File: src/rtl/gf180mcu_fd_sc_mcu7t5v0__latrsnq_bank_pkg.sv
// Shared definitions for the latrsnq register bank: priority encodings,
// default counter width and the per-channel next-state resolution.
package gf180mcu_fd_sc_mcu7t5v0__latrsnq_bank_pkg;

  // Value taken by a channel when clear and set are asserted together.
  localparam logic PRIO_RESET = 1'b0;
  localparam logic PRIO_SET   = 1'b1;

  // Default width of the saturating conflict counter.
  localparam int CNT_W_DEFAULT = 8;

  // Resolve one channel's next state.
  // Priority, highest first: both asserted -> prio, clear -> 0, set -> 1,
  // enable -> d, otherwise hold.
  function automatic logic resolve_next(
    input logic rn,
    input logic setn,
    input logic e,
    input logic d,
    input logic q,
    input logic prio
  );
    logic nxt;
    if ((rn == 1'b0) && (setn == 1'b0)) begin
      nxt = prio;
    end else if (rn == 1'b0) begin
      nxt = 1'b0;
    end else if (setn == 1'b0) begin
      nxt = 1'b1;
    end else if (e == 1'b1) begin
      nxt = d;
    end else begin
      nxt = q;
    end
    return nxt;
  endfunction

endpackage

File: src/rtl/gf180mcu_fd_sc_mcu7t5v0__latrsnq_bank_if.sv
// Bus interface of the latrsnq register bank. The Q_PAR signal exists only
// when GF180MCU_FD_SC_MCU7T5V0__LATRSNQ_BANK_PARITY_EN is defined.
interface gf180mcu_fd_sc_mcu7t5v0__latrsnq_bank_if #(
  parameter int WIDTH = 8,
  parameter int CNT_W = 8
) ();

  logic [WIDTH-1:0] E;
  logic [WIDTH-1:0] D;
  logic [WIDTH-1:0] RN;
  logic [WIDTH-1:0] SETN;
  logic             CLR_CONFLICT;
  logic [WIDTH-1:0] Q;
  logic [WIDTH-1:0] CONFLICT;
  logic [CNT_W-1:0] CONFLICT_CNT;
`ifdef GF180MCU_FD_SC_MCU7T5V0__LATRSNQ_BANK_PARITY_EN
  logic             Q_PAR;

  modport master (
    output E, D, RN, SETN, CLR_CONFLICT,
    input  Q, CONFLICT, CONFLICT_CNT, Q_PAR
  );

  modport slave (
    input  E, D, RN, SETN, CLR_CONFLICT,
    output Q, CONFLICT, CONFLICT_CNT, Q_PAR
  );
`else
  modport master (
    output E, D, RN, SETN, CLR_CONFLICT,
    input  Q, CONFLICT, CONFLICT_CNT
  );

  modport slave (
    input  E, D, RN, SETN, CLR_CONFLICT,
    output Q, CONFLICT, CONFLICT_CNT
  );
`endif

endinterface

File: src/rtl/gf180mcu_fd_sc_mcu7t5v0__latrsnq_bank_bit.sv
// One channel of the latrsnq bank: state register, optional output pipe
// register and sticky conflict flag. With
// GF180MCU_FD_SC_MCU7T5V0__LATRSNQ_BANK_PARITY_EN defined it also exposes the
// value its Q output will take on the next edge, so the parent can register
// parity in step with Q.
module gf180mcu_fd_sc_mcu7t5v0__latrsnq_bank_bit
  import gf180mcu_fd_sc_mcu7t5v0__latrsnq_bank_pkg::*;
#(
  parameter logic PRIO    = PRIO_RESET,
  parameter bit   PIPE_EN = 1'b1
) (
  input  logic clk_i,
  input  logic rst_i,
  input  logic e_i,
  input  logic d_i,
  input  logic rn_i,
  input  logic setn_i,
  input  logic clr_conflict_i,
`ifdef GF180MCU_FD_SC_MCU7T5V0__LATRSNQ_BANK_PARITY_EN
  output logic q_nxt_o,
`endif
  output logic q_o,
  output logic conflict_o,
  output logic conflict_now_o
);

  logic state_q;
  logic state_d;
  logic flag_q;
  logic flag_d;
  logic conflict_now_s;

  // Conflict only when both controls are a clean 0; X/Z counts as not asserted.
  always_comb begin
    if ((rn_i == 1'b0) && (setn_i == 1'b0)) begin
      conflict_now_s = 1'b1;
    end else begin
      conflict_now_s = 1'b0;
    end
  end

  // Next channel state from the prioritised clear/set/enable rules.
  always_comb begin
    state_d = resolve_next(rn_i, setn_i, e_i, d_i, state_q, PRIO);
  end

  // Sticky flag: a new conflict beats a same-edge clear.
  always_comb begin
    if (conflict_now_s == 1'b1) begin
      flag_d = 1'b1;
    end else if (clr_conflict_i == 1'b1) begin
      flag_d = 1'b0;
    end else begin
      flag_d = flag_q;
    end
  end

  // State and conflict flag registers.
  always_ff @(posedge clk_i or posedge rst_i) begin
    if (rst_i) begin
      state_q <= 1'b0;
      flag_q  <= 1'b0;
    end else begin
      state_q <= state_d;
      flag_q  <= flag_d;
    end
  end

  generate
    if (PIPE_EN) begin : g_pipe
      logic pipe_q;

      // Pipe register copies the state on every edge; it is never held.
      always_ff @(posedge clk_i or posedge rst_i) begin
        if (rst_i) begin
          pipe_q <= 1'b0;
        end else begin
          pipe_q <= state_q;
        end
      end

      assign q_o = pipe_q;
`ifdef GF180MCU_FD_SC_MCU7T5V0__LATRSNQ_BANK_PARITY_EN
      assign q_nxt_o = state_q;
`endif
    end else begin : g_nopipe
      assign q_o = state_q;
`ifdef GF180MCU_FD_SC_MCU7T5V0__LATRSNQ_BANK_PARITY_EN
      assign q_nxt_o = state_d;
`endif
    end
  endgenerate

  assign conflict_o     = flag_q;
  assign conflict_now_o = conflict_now_s;

endmodule

File: src/rtl/gf180mcu_fd_sc_mcu7t5v0__latrsnq_bank.sv
// Parametrised bank of WIDTH set/reset channels with configurable set/reset
// priority, optional output pipe stage, sticky per-channel conflict flags and
// a saturating conflict-cycle counter.
// Optional feature macro: GF180MCU_FD_SC_MCU7T5V0__LATRSNQ_BANK_PARITY_EN adds
// a registered Q_PAR output aligned with Q.
// The interface instance must be built with the same WIDTH and CNT_W.
module gf180mcu_fd_sc_mcu7t5v0__latrsnq_bank
  import gf180mcu_fd_sc_mcu7t5v0__latrsnq_bank_pkg::*;
#(
  parameter int WIDTH        = 8,
  parameter int SET_DOMINANT = 0,
  parameter int PIPE         = 1,
  parameter int CNT_W        = CNT_W_DEFAULT
) (
  input logic CLK,
  input logic RST,
  gf180mcu_fd_sc_mcu7t5v0__latrsnq_bank_if.slave bus
);

  localparam logic             PRIO     = (SET_DOMINANT != 0) ? PRIO_SET : PRIO_RESET;
  localparam bit               PIPE_EN  = (PIPE != 0);
  localparam logic [CNT_W-1:0] CNT_MAX  = {CNT_W{1'b1}};
  localparam logic [CNT_W-1:0] CNT_ONE  = CNT_W'(1);
  localparam logic [CNT_W-1:0] CNT_ZERO = {CNT_W{1'b0}};

  logic [WIDTH-1:0] q_s;
  logic [WIDTH-1:0] conflict_s;
  logic [WIDTH-1:0] conflict_now_s;
  logic             any_conflict_s;
  logic [CNT_W-1:0] cnt_q;
  logic [CNT_W-1:0] cnt_d;
`ifdef GF180MCU_FD_SC_MCU7T5V0__LATRSNQ_BANK_PARITY_EN
  logic [WIDTH-1:0] q_nxt_s;
  logic             q_par_q;
  logic             q_par_d;
`endif

  generate
    for (genvar i = 0; i < WIDTH; i++) begin : g_ch
      gf180mcu_fd_sc_mcu7t5v0__latrsnq_bank_bit #(
        .PRIO    (PRIO),
        .PIPE_EN (PIPE_EN)
      ) u_bit (
        .clk_i          (CLK),
        .rst_i          (RST),
        .e_i            (bus.E[i]),
        .d_i            (bus.D[i]),
        .rn_i           (bus.RN[i]),
        .setn_i         (bus.SETN[i]),
        .clr_conflict_i (bus.CLR_CONFLICT),
`ifdef GF180MCU_FD_SC_MCU7T5V0__LATRSNQ_BANK_PARITY_EN
        .q_nxt_o        (q_nxt_s[i]),
`endif
        .q_o            (q_s[i]),
        .conflict_o     (conflict_s[i]),
        .conflict_now_o (conflict_now_s[i])
      );
    end
  endgenerate

  // Any channel in conflict on this edge.
  always_comb begin
    any_conflict_s = |conflict_now_s;
  end

  // Counter next value: a new conflict beats a same-edge clear and restarts
  // the count at one; the count saturates instead of wrapping.
  always_comb begin
    if (any_conflict_s == 1'b1) begin
      if (bus.CLR_CONFLICT == 1'b1) begin
        cnt_d = CNT_ONE;
      end else if (cnt_q == CNT_MAX) begin
        cnt_d = cnt_q;
      end else begin
        cnt_d = cnt_q + CNT_ONE;
      end
    end else if (bus.CLR_CONFLICT == 1'b1) begin
      cnt_d = CNT_ZERO;
    end else begin
      cnt_d = cnt_q;
    end
  end

  // Conflict counter register.
  always_ff @(posedge CLK or posedge RST) begin
    if (RST) begin
      cnt_q <= CNT_ZERO;
    end else begin
      cnt_q <= cnt_d;
    end
  end

`ifdef GF180MCU_FD_SC_MCU7T5V0__LATRSNQ_BANK_PARITY_EN
  // Parity of the value Q takes on the next edge, so Q_PAR lands with Q.
  always_comb begin
    q_par_d = ^q_nxt_s;
  end

  // Parity output register.
  always_ff @(posedge CLK or posedge RST) begin
    if (RST) begin
      q_par_q <= 1'b0;
    end else begin
      q_par_q <= q_par_d;
    end
  end

  assign bus.Q_PAR = q_par_q;
`endif

  assign bus.Q            = q_s;
  assign bus.CONFLICT     = conflict_s;
  assign bus.CONFLICT_CNT = cnt_q;

endmodule

File: src/flat_wrapper.sv
// flat-port wrapper written by rule: the top's interface ports become plain ports
module gf180mcu_fd_sc_mcu7t5v0__latrsnq_bank_flat import gf180mcu_fd_sc_mcu7t5v0__latrsnq_bank_pkg::*;
#(
  parameter int WIDTH        = 8,
  parameter int SET_DOMINANT = 0,
  parameter int PIPE         = 1,
  parameter int CNT_W        = CNT_W_DEFAULT
)
  (CLK, RST, bus_E, bus_D, bus_RN, bus_SETN, bus_CLR_CONFLICT, bus_Q, bus_CONFLICT, bus_CONFLICT_CNT);
  gf180mcu_fd_sc_mcu7t5v0__latrsnq_bank_if #(.WIDTH(WIDTH), .CNT_W(CNT_W)) bus_i ();
  input logic CLK;
  input logic RST;
  input wire logic [$bits(bus_i.E)-1:0] bus_E;
  input wire logic [$bits(bus_i.D)-1:0] bus_D;
  input wire logic [$bits(bus_i.RN)-1:0] bus_RN;
  input wire logic [$bits(bus_i.SETN)-1:0] bus_SETN;
  input wire logic [$bits(bus_i.CLR_CONFLICT)-1:0] bus_CLR_CONFLICT;
  output wire logic [$bits(bus_i.Q)-1:0] bus_Q;
  output wire logic [$bits(bus_i.CONFLICT)-1:0] bus_CONFLICT;
  output wire logic [$bits(bus_i.CONFLICT_CNT)-1:0] bus_CONFLICT_CNT;
  assign bus_i.E = bus_E;
  assign bus_i.D = bus_D;
  assign bus_i.RN = bus_RN;
  assign bus_i.SETN = bus_SETN;
  assign bus_i.CLR_CONFLICT = bus_CLR_CONFLICT;
  assign bus_Q = bus_i.Q;
  assign bus_CONFLICT = bus_i.CONFLICT;
  assign bus_CONFLICT_CNT = bus_i.CONFLICT_CNT;
  gf180mcu_fd_sc_mcu7t5v0__latrsnq_bank #(.WIDTH(WIDTH), .SET_DOMINANT(SET_DOMINANT), .PIPE(PIPE), .CNT_W(CNT_W)) u_core (.CLK(CLK), .RST(RST), .bus(bus_i));
endmodule
File: config.mk
export PLATFORM = sky130hd
export DESIGN_NAME = gf180mcu_fd_sc_mcu7t5v0__latrsnq_bank_flat
export DESIGN_NICKNAME = d
export VERILOG_FILES = /design/src/rtl/gf180mcu_fd_sc_mcu7t5v0__latrsnq_bank_pkg.sv /design/src/rtl/gf180mcu_fd_sc_mcu7t5v0__latrsnq_bank_if.sv /design/src/rtl/gf180mcu_fd_sc_mcu7t5v0__latrsnq_bank_bit.sv /design/src/rtl/gf180mcu_fd_sc_mcu7t5v0__latrsnq_bank.sv /design/src/flat_wrapper.sv
export SDC_FILE = /design/constraint.sdc
export NUM_CORES = 1
export LEC_CHECK = 0
export BUFFER_PORTS_ARGS = -buffer_cell sky130_fd_sc_hd__buf_2
export CAP_MARGIN = 20
export CORE_UTILIZATION = 47
export CTS_CLUSTER_SIZE = 8
export DETAILED_ROUTE_END_ITERATION = 8
export PLACE_DENSITY = 0.78
export RECOVER_POWER = 50
export SLEW_MARGIN = 20
export SYNTH_ARGS = -nofsm -noshare
export SYNTH_HDL_FRONTEND = slang
export SYNTH_SLANG_ARGS = --single-unit
File: constraint.sdc
create_clock -name CLK -period 1.65 [get_ports CLK]
set_input_delay 0.2475 -clock CLK [delete_from_list [all_inputs] [get_ports CLK]]
set_output_delay 0.2475 -clock CLK [all_outputs]
set_load 0.05 [all_outputs]
==> out/metrics.cfg, run 1 <==
[worst_setup_path]
crit_buf_inv = 0
slowest_stage = dfrtp_2
startpoint_type = flip-flop
crit_required_ns = 1.86
worstPathMaxFanout = 5
end_kind = flip-flop
slowest_delay_ns = 0.44
r2r_slack_ns = 0.12
crit_chain = ha_4 -> nand4_1 -> nor2_1 -> a211oi_2 -> mux2_2
crit_type = reg2reg
worstPathArrival_ns = 1.74
path_delay_family = flip-flops

[global_routing]
grtUsageMet2 = 0.328
antenna_found_initial = 0
use_met1 = 0.218
overflow = 0
grt_usage = 0.190
grt_pass1_vias = 1139
grtUsageMet3 = 0.0625
grt_pass1_wl_um = 4860
grt_max_degree = 24
grt-busiest-layer = met2

[clocking]
numCtsBuffers = 5
clk_pin_slew_ns = 0.10
cts_max_level = 2
root_buffer = clkbuf_4
cts_tree = done
cts_buffer_depth = 2
clock_latency_ns = 0.33
cts.sinks = 32

[power_and_ir_drop]
ir_worst_vdd_mv = 0.531
sequentialPowerShare = 0.513
leakagePower_uw = 0.000970
switching_power_uw = 567
clock_power_share = 0.240
p_int_uw = 1150
comb_power_share = 0.246
p_per_area_mw_per_mm2 = 945
switching_share = 0.330

[sta]
tightest_slew_ns = 0.578
slew_violations = 0
fin_skew_ns = 0.00853
fmax_mhz = 654
min_period_ns = 1.53
finalSetupViolations = 0
fin_crit_sh = 0.927
finalSetupTns_ns = 0
rsz0062_at_grt = no
hold_viol = 0
relSlewSlack = 0.615

[hold_path]
hold_class = in2reg

[logic_synthesis]
yosysSeqAreaShare = 0.540
synth_area_mm2 = 0.00148
synth_top_area_cell = dfrtp_1
ys_types = 26
postSynthAreaPerCell_um2 = 11.5
synth_seq_cells = 32
yosys_warnings = 0
yosysTopAreaCellShare = 0.540
syn_nets = 165
yosys-top-cells-area = dfrtp_1 54%, buf_4 8.1%, mux2i_1 6.1%, a21boi_0 4.1%, mux2_2 3.8%
synthCells = 129

[route]
via_count = 1144
wl_per_cell_um = 12.3
drcViolationCount = 0
dr.pass1.iters = 4
avgViaCountPerCell = 5.02
ant_nets = 0
drt-total-wl_um = 2810
drt_iter0_drc = 23

[die]
coreArea_mm2 = 0.00303
core.rowCount = 20
die_y_um = 58.2
initial_utilization = 0.490
die_w_um = 58.2
die_area_mm2 = 0.00338
ios = 59

[place]
place_hpwl_um = 2140
io_buffers = 58
place_congestion = 0.928

[cells_and_area]
n_antenna_cell = 0
layout_commonest_cell = buf_2
final_util = 0.602
nets = 219
layout_common_cells = 57 x buf_2, 28 x dfrtp_1, 13 x nor2_1, 9 x mux2i_1, 8 x a21boi_0
nFillCells = 271
drive_gt1_frac = 0.473
area_delta_synth_final_pct = 22.9

[status]
status = completed

[flow_run]
drv_cap = 0

## state kept, by name, indices dropped and copies added (netlist names)
| signal | cells |
|---|---|
| u_core.g_ch.u_bit.conflict_o | 8 |
| u_core.g_ch.u_bit.q_o | 8 |
| u_core.g_ch.u_bit.state_q | 8 |
| u_core.bus.CONFLICT_CNT | 8 |
## synthesized netlist by cell type, drive strengths merged
master and count:
a211oi 3, a21boi 8, a21o 8, a21oi 5
a22o 1, and2 1, and2b 1, and3 1
buf 17, clkbuf 1, dfrtp 32, ha 1
inv 2, mux2 5, mux2i 9, nand2 4
nand3 5, nand4 2, nor2 13, nor2b 4
nor4 2, o21ai 2, o21bai 1, o221a 1
## per-layer routing
metal | vias up | part of all wire
li1 | 545 | -
met1 | 540 | 0.41
met2 | 52 | 0.49
met3 | 7 | 0.077
met4 | 0 | 0.021
met5 | - | 0
## stage by stage
step / setup WS, ns / total power (uW) / area [um2] / hold WS [ns] / std cells
2_1_floorplan: 0.00112 / 1230 / 1500 / 0.349 / 129
3_3_place_gp: 0.120 / 1300 / 1750 / 0.251 / 216
3_5_place_dp: 0.0250 / 1320 / 1750 / 0.272 / 216
4_1_cts: 0.0186 / 1730 / 1810 / 0.0998 / 225
5_1_grt: 0.0527 / 1820 / 1820 / 0.102 / 228
6_report: 0.121 / 1720 / 1820 / 0.105 / 228
## final timing paths
path                                                               start                                        to  cells past startpoint
min in group asynchronous                                            RST        u_core.g_ch[1].u_bit.q_o$_DFF_PP0_                      3
max in group asynchronous                                            RST    u_core.bus.CONFLICT_CNT[2]$_DFFE_PP0P_                      4
worst min register to register  u_core.g_ch[4].u_bit.state_q$_DFFE_PP0P_        u_core.g_ch[4].u_bit.q_o$_DFF_PP0_                      0
worst max-delay path              u_core.bus.CONFLICT_CNT[0]$_DFFE_PP0P_    u_core.bus.CONFLICT_CNT[5]$_DFFE_PP0P_                      5
worst max register to register    u_core.bus.CONFLICT_CNT[0]$_DFFE_PP0P_    u_core.bus.CONFLICT_CNT[5]$_DFFE_PP0P_                      5
worst min-delay path                                         bus_SETN[2]  u_core.g_ch[2].u_bit.state_q$_DFFE_PP0P_                      2
## cell type report
class / instances / area, um2 / area share
Clock buffer: 7 / 45.0 / 0.0247
Clock inverter: 1 / 5.00 / 0.00275
Inverter: 2 / 7.51 / 0.00412
Multi-Input combinational cell: 77 / 562 / 0.308
Sequential cell: 32 / 806 / 0.442
Tap cell: 44 / 55.1 / 0.0302
Timing Repair Buffer: 65 / 342 / 0.187
## power by group through the flow
stage | combinational, uW | sequential [uW] | clock (uW)
after global placement | 400 | 898 | 0
after floorplan | 284 | 942 | 0
final | 424 | 884 | 414
after CTS | 413 | 889 | 430
after detailed placement | 410 | 905 | 0
after global routing | 457 | 893 | 469
## timing repair
action,CTS,global route
resized for setup,0,2
buffers inserted,0,3
hold buffers,1,0
setup endpoints to repair,0,2
endpoints found under the hold margin,9,0
## cells by family after synthesis
kind of cell | synth area share
compound gates | 0.140
fa+ha+maj | 0.00844
buf+inv | 0.0962
flops | 0.540
mux | 0.0987
simple gates | 0.116
No activity file was read; power rests on OpenSTA's default activity.
==> run 2, diff against run 1 <==
- clock period: 1.65 -> 1.5 ns (I/O delays scaled with it)
==> out/metrics.cfg, run 2 (synthesized netlist as in run 1, its figures left out) <==
[status]
status = complete, but fails checks
violations = negative setup slack

[global_routing]
grt_pass1_wl_um = 4740  ; -2.4%
grt_max_degree = 33  ; +38%
grt_pass1_vias = 1113  ; -2.3%
overflow = 0  ; unchanged
grt_usage = 0.188  ; -0.00197
antenna_found_initial = 0  ; unchanged

[cells_and_area]
area_delta_synth_final_pct = 29.0
nFillCells = 256  ; -5.5%
n_antenna_cell = 0  ; unchanged
layout_common_cells = 57 x buf_2, 24 x dfrtp_1, 12 x nor2_1, 10 x buf_4, 9 x mux2i_1
layout_commonest_cell = buf_2
final_area_mm2 = 0.00191  ; +5.0%
nets = 225  ; +2.7%
drive_gt1_frac = 0.537  ; +0.0640

[worst_setup_path]
worstPathMaxFanout = 4  ; -1
slowest_stage = dfrtp_2
slowest_delay_ns = 0.43  ; about the same
end_kind = flip-flop
crit_required_ns = 1.72  ; -0.14 ns
crit_type = reg2reg
crit_chain = ha_4 -> nand4_1 -> nor2_2 -> a211oi_2 -> mux2_2
worstPathArrival_ns = 1.73  ; about the same
startpoint_type = flip-flop

[sta]
fin_skew_ns = 0.00755  ; -0.000974 ns
slew_violations = 0  ; unchanged
tightest_slew_ns = 0.760  ; +0.182 ns
rsz0062_at_grt = yes
fin_crit_sh = 1.01  ; +0.0809
finalSetupViolations = 2  ; +2
relSlewSlack = 0.493  ; -0.122
hold_viol = 0  ; unchanged
min_period_ns = 1.51  ; -0.0177 ns
fin_ws_ns = -0.0117  ; -0.132 ns
fmax_mhz = 661  ; +1.2%

[place]
place_congestion = 0.794  ; -14%
io_buffers = 58  ; unchanged
pre_cts_ws_ns = -0.0248  ; -0.0498 ns
placed_area_mm2 = 0.00181  ; +3.6%
place_hpwl_um = 2190  ; +2.3%

[route]
ant_nets = 0  ; unchanged
via_count = 1154  ; +0.87%
wl_per_cell_um = 12.3  ; about the same
avgViaCountPerCell = 4.93  ; -1.7%
dr.pass1.iters = 4  ; unchanged
drt-total-wl_um = 2880  ; +2.6%
drcViolationCount = 0  ; unchanged
drt_iter0_drc = 27  ; +17%

[die]
core.rowCount = 20  ; unchanged
coreArea_mm2 = 0.00303  ; unchanged
die_area_mm2 = 0.00338  ; unchanged
initial_utilization = 0.490  ; unchanged
ios = 59  ; unchanged
die_w_um = 58.2  ; unchanged
die_y_um = 58.2  ; unchanged

[clocking]
cts_buffer_depth = 2  ; unchanged
clk_pin_slew_ns = 0.09  ; about the same
cts.sinks = 32  ; unchanged
cts_tree = done
clock_latency_ns = 0.33  ; about the same
numCtsBuffers = 5  ; unchanged
cts_max_level = 2  ; unchanged
root_buffer = clkbuf_4

[power_and_ir_drop]
p_per_area_mw_per_mm2 = 1050  ; +12%
leakagePower_uw = 0.00100  ; +3.3%
ir_worst_vdd_mv = 0.738  ; +39%

[flow_run]
drv_cap = 0  ; unchanged

[hold_path]
hold_class = in2reg

run 2: final timing paths:
kind / slack, ns / start / cells past startpoint / to
worst max register to register: -0.01 / u_core.bus.CONFLICT_CNT[0]$_DFFE_PP0P_ / 5 / u_core.bus.CONFLICT_CNT[5]$_DFFE_PP0P_
max in group asynchronous: 0.32 / RST / 4 / u_core.bus.CONFLICT_CNT[0]$_DFFE_PP0P_
worst min register to register: 0.38 / u_core.g_ch[4].u_bit.state_q$_DFFE_PP0P_ / 0 / u_core.g_ch[4].u_bit.q_o$_DFF_PP0_
worst max-delay path: -0.01 / u_core.bus.CONFLICT_CNT[0]$_DFFE_PP0P_ / 5 / u_core.bus.CONFLICT_CNT[5]$_DFFE_PP0P_
min in group asynchronous: 0.65 / RST / 4 / u_core.g_ch[0].u_bit.q_o$_DFF_PP0_
worst min-delay path: 0.08 / bus_SETN[4] / 2 / u_core.g_ch[4].u_bit.state_q$_DFFE_PP0P_
run 2: repair_timing:
action                                  in CTS  in global routing
gates resized for setup                      0                  5
pin swaps                                    1                  2
cloned                                       0                  0
setup buffers                                2                  0
endpoints found under the setup margin       3                  5
hold buffers                                 1                  0
hold endpoints to repair                    32                  0
run 2: final cells by class:
class / instances / area, um2 / share of cell area
tap: 44 / 55.1 / 0.0288
multi-input combinational: 77 / 581 / 0.303
sequential: 32 / 811 / 0.424
timing repair buffer: 71 / 390 / 0.204
clock buffer: 8 / 68.8 / 0.0360
inverter: 2 / 7.51 / 0.00392
run 2: power by group:
part	switching [uW]	internal, uW
clock network	286	276
registers	36.3	929
logic	321	168
run 2: worst max-delay path: cells and delay by family, from the launching register on:
family	cells	cell delay (ns)
adders and majority gates	1	0.17
DFF	1	0.43
muxes	1	0.36
AOI/OAI and AO/OA	1	0.21
and+or+nand+nor	2	0.24
run 2: per-layer routing:
layer	wire length, um	global-route usage
met5	0	0
met4	67	0.0816
met3	175	0.0625
met2	1400	0.315
met1	1240	0.221
run 2: metrics by stage:
step	cells	power [uW]	util	TNS, ns	hold slack (ns)
floorplan	129	1350	-	-0.201	0.327
global placement	223	1450	0.597	0	0.323
detailed placement	223	1470	0.597	-0.0391	0.324
CTS	234	2040	0.628	0	0.0651
global route	234	2110	0.632	-0.155	0.0626
finish	234	2020	0.632	-0.0157	0.0798
==> run 3, diff against run 2 <==
- RECOVER_POWER: 50 -> default
- SLEW_MARGIN: 20 -> default
==> out/metrics.cfg, run 3 (synthesized netlist as in run 1, its figures left out) <==
[status]
status = complete, but fails checks
violations = negative setup slack

[sta]
fin_ws_ns = -0.0117  ; unchanged
finalSetupViolations = 2  ; unchanged
min_period_ns = 1.51  ; unchanged
slew_violations = 0  ; unchanged
tightest_slew_ns = 0.421  ; -0.339 ns
fin_skew_ns = 0.00755  ; unchanged
relSlewSlack = 0.719  ; +0.225
hold_viol = 0  ; unchanged
fin_crit_sh = 1.01  ; unchanged
rsz0062_at_grt = yes
fmax_mhz = 661  ; unchanged
finalSetupTns_ns = -0.0157  ; +0.0000239 ns

[worst_setup_path]
crit_type = reg2reg
worstSetupStartpoint = u_core.bus.CONFLICT_CNT[0]$_DFFE_PP0P_
r2r.worst_path.cells = 5  ; unchanged
rr_endpoint = u_core.bus.CONFLICT_CNT[5]$_DFFE_PP0P_
worstPathArrival_ns = 1.73  ; about the same
r2r-start = u_core.bus.CONFLICT_CNT[0]$_DFFE_PP0P_
end_kind = flip-flop
startpoint_type = flip-flop
worstPathMaxFanout = 4  ; unchanged
r2r_slack_ns = -0.01  ; about the same
crit_required_ns = 1.72  ; about the same
crit_end = u_core.bus.CONFLICT_CNT[5]$_DFFE_PP0P_

[power_and_ir_drop]
leakagePower_uw = 0.00101  ; +0.34%
p_per_area_mw_per_mm2 = 1050  ; -0.13%
ir_worst_vdd_mv = 0.738  ; about the same
p_total_uw = 2020  ; about the same

[global_routing]
grt_pass1_wl_um = 4740  ; unchanged
antenna_found_initial = 0  ; unchanged
grt_pass1_vias = 1113  ; unchanged
grt_usage = 0.188  ; unchanged
overflow = 0  ; unchanged
grt_max_degree = 33  ; unchanged

[clocking]
cts_tree = done
cts.sinks = 32  ; unchanged
numCtsBuffers = 5  ; unchanged
root_buffer = clkbuf_4
cts_buffer_depth = 2  ; unchanged
clock_latency_ns = 0.33  ; about the same
cts_max_level = 2  ; unchanged
clk_pin_slew_ns = 0.09  ; about the same

[flow_run]
drv_cap = 0  ; unchanged

[cells_and_area]
nets = 225  ; unchanged
seqCellArea_um2 = 811  ; unchanged
area_delta_synth_final_pct = 29.3
layout_common_cells = 58 x buf_2, 24 x dfrtp_1, 12 x nor2_1, 11 x buf_4, 9 x mux2i_1
final_util = 0.633  ; +0.00124
multi_input_area_um2 = 581  ; unchanged
stdcell_count = 234  ; unchanged
nFillCells = 255  ; -0.39%
n_antenna_cell = 0  ; unchanged
drive_gt1_frac = 0.542  ; +0.00526
layout_commonest_cell = buf_2

[route]
drcViolationCount = 0  ; unchanged
drt_iter0_drc = 27  ; unchanged
drt-total-wl_um = 2880  ; about the same
via_count = 1154  ; unchanged
avgViaCountPerCell = 4.93  ; unchanged
ant_nets = 0  ; unchanged
dr.pass1.iters = 4  ; unchanged
wl_per_cell_um = 12.3  ; about the same

[place]
dp.cells = 223  ; unchanged
pre_cts_ws_ns = -0.0248  ; unchanged
place_congestion = 0.794  ; unchanged
io_buffers = 58  ; unchanged
place_hpwl_um = 2190  ; unchanged

[die]
ios = 59  ; unchanged
coreArea_mm2 = 0.00303  ; unchanged
initial_utilization = 0.490  ; unchanged
die_area_mm2 = 0.00338  ; unchanged
die_w_um = 58.2  ; unchanged
die_y_um = 58.2  ; unchanged
core.rowCount = 20  ; unchanged

[hold_path]
min_from = bus_SETN[4]
hold_depth = 2  ; unchanged
hold_class = in2reg

-- run 3: cell count changes in the layout (fill, tap and decap cells not counted), sizes merged --
cell / change
buf: +2
clkbuf: -2
-- run 3: worst min-delay path by stage --
stage / end
after global placement: u_core.g_ch[0].u_bit.q_o$_DFF_PP0_
after floorplan: u_core.g_ch[0].u_bit.state_q$_DFFE_PP0P_
after global routing: u_core.g_ch[6].u_bit.state_q$_DFFE_PP0P_
after detailed placement: u_core.g_ch[0].u_bit.q_o$_DFF_PP0_
after CTS: u_core.g_ch[0].u_bit.state_q$_DFFE_PP0P_
final: u_core.g_ch[4].u_bit.state_q$_DFFE_PP0P_
-- run 3: cell type report --
| type | count | share of cell area |
|---|---|---|
| sequential | 32 | 0.423 |
| clock buffer | 8 | 0.0359 |
| multi-input combinational | 77 | 0.303 |
| timing repair buffer | 71 | 0.206 |
| inverter | 2 | 0.00392 |
| tap | 44 | 0.0287 |
-- run 3: critical path, cell delays in order (launching register included) --
cell      delay, ns
dfrtp_2        0.43
ha_4           0.17
nand4_1        0.16
nor2_2         0.08
a211oi_2       0.21
mux2_2         0.36
-- run 3: power by group --
part           switching [uW]  total [uW]  internal [uW]
Clock                     286         562            276
Sequential               36.3         966            929
Combinational             321         490            170
Total                     643        2020           1370
-- run 3: what timing repair did --
item,CTS,global route
endpoints found under the hold margin,32,0
hold buffers,1,0
pin swaps,1,2
buffers inserted,2,0
resized for setup,0,5
setup endpoints to repair,3,5
-- run 3: routing by layer --
| layer | track usage | part of all wire |
|---|---|---|
| met4 | 0.0816 | 0.023 |
| met5 | 0 | 0 |
| met1 | 0.221 | 0.43 |
| met3 | 0.0625 | 0.060 |
| met2 | 0.315 | 0.48 |
-- run 3: through the flow --
step | hold WS [ns] | cell area (um2)
6_report | 0.0798 | 1920
5_1_grt | 0.0626 | 1920
4_1_cts | 0.0651 | 1900
3_5_place_dp | 0.324 | 1810
3_3_place_gp | 0.323 | 1810
2_1_floorplan | 0.327 | 1520
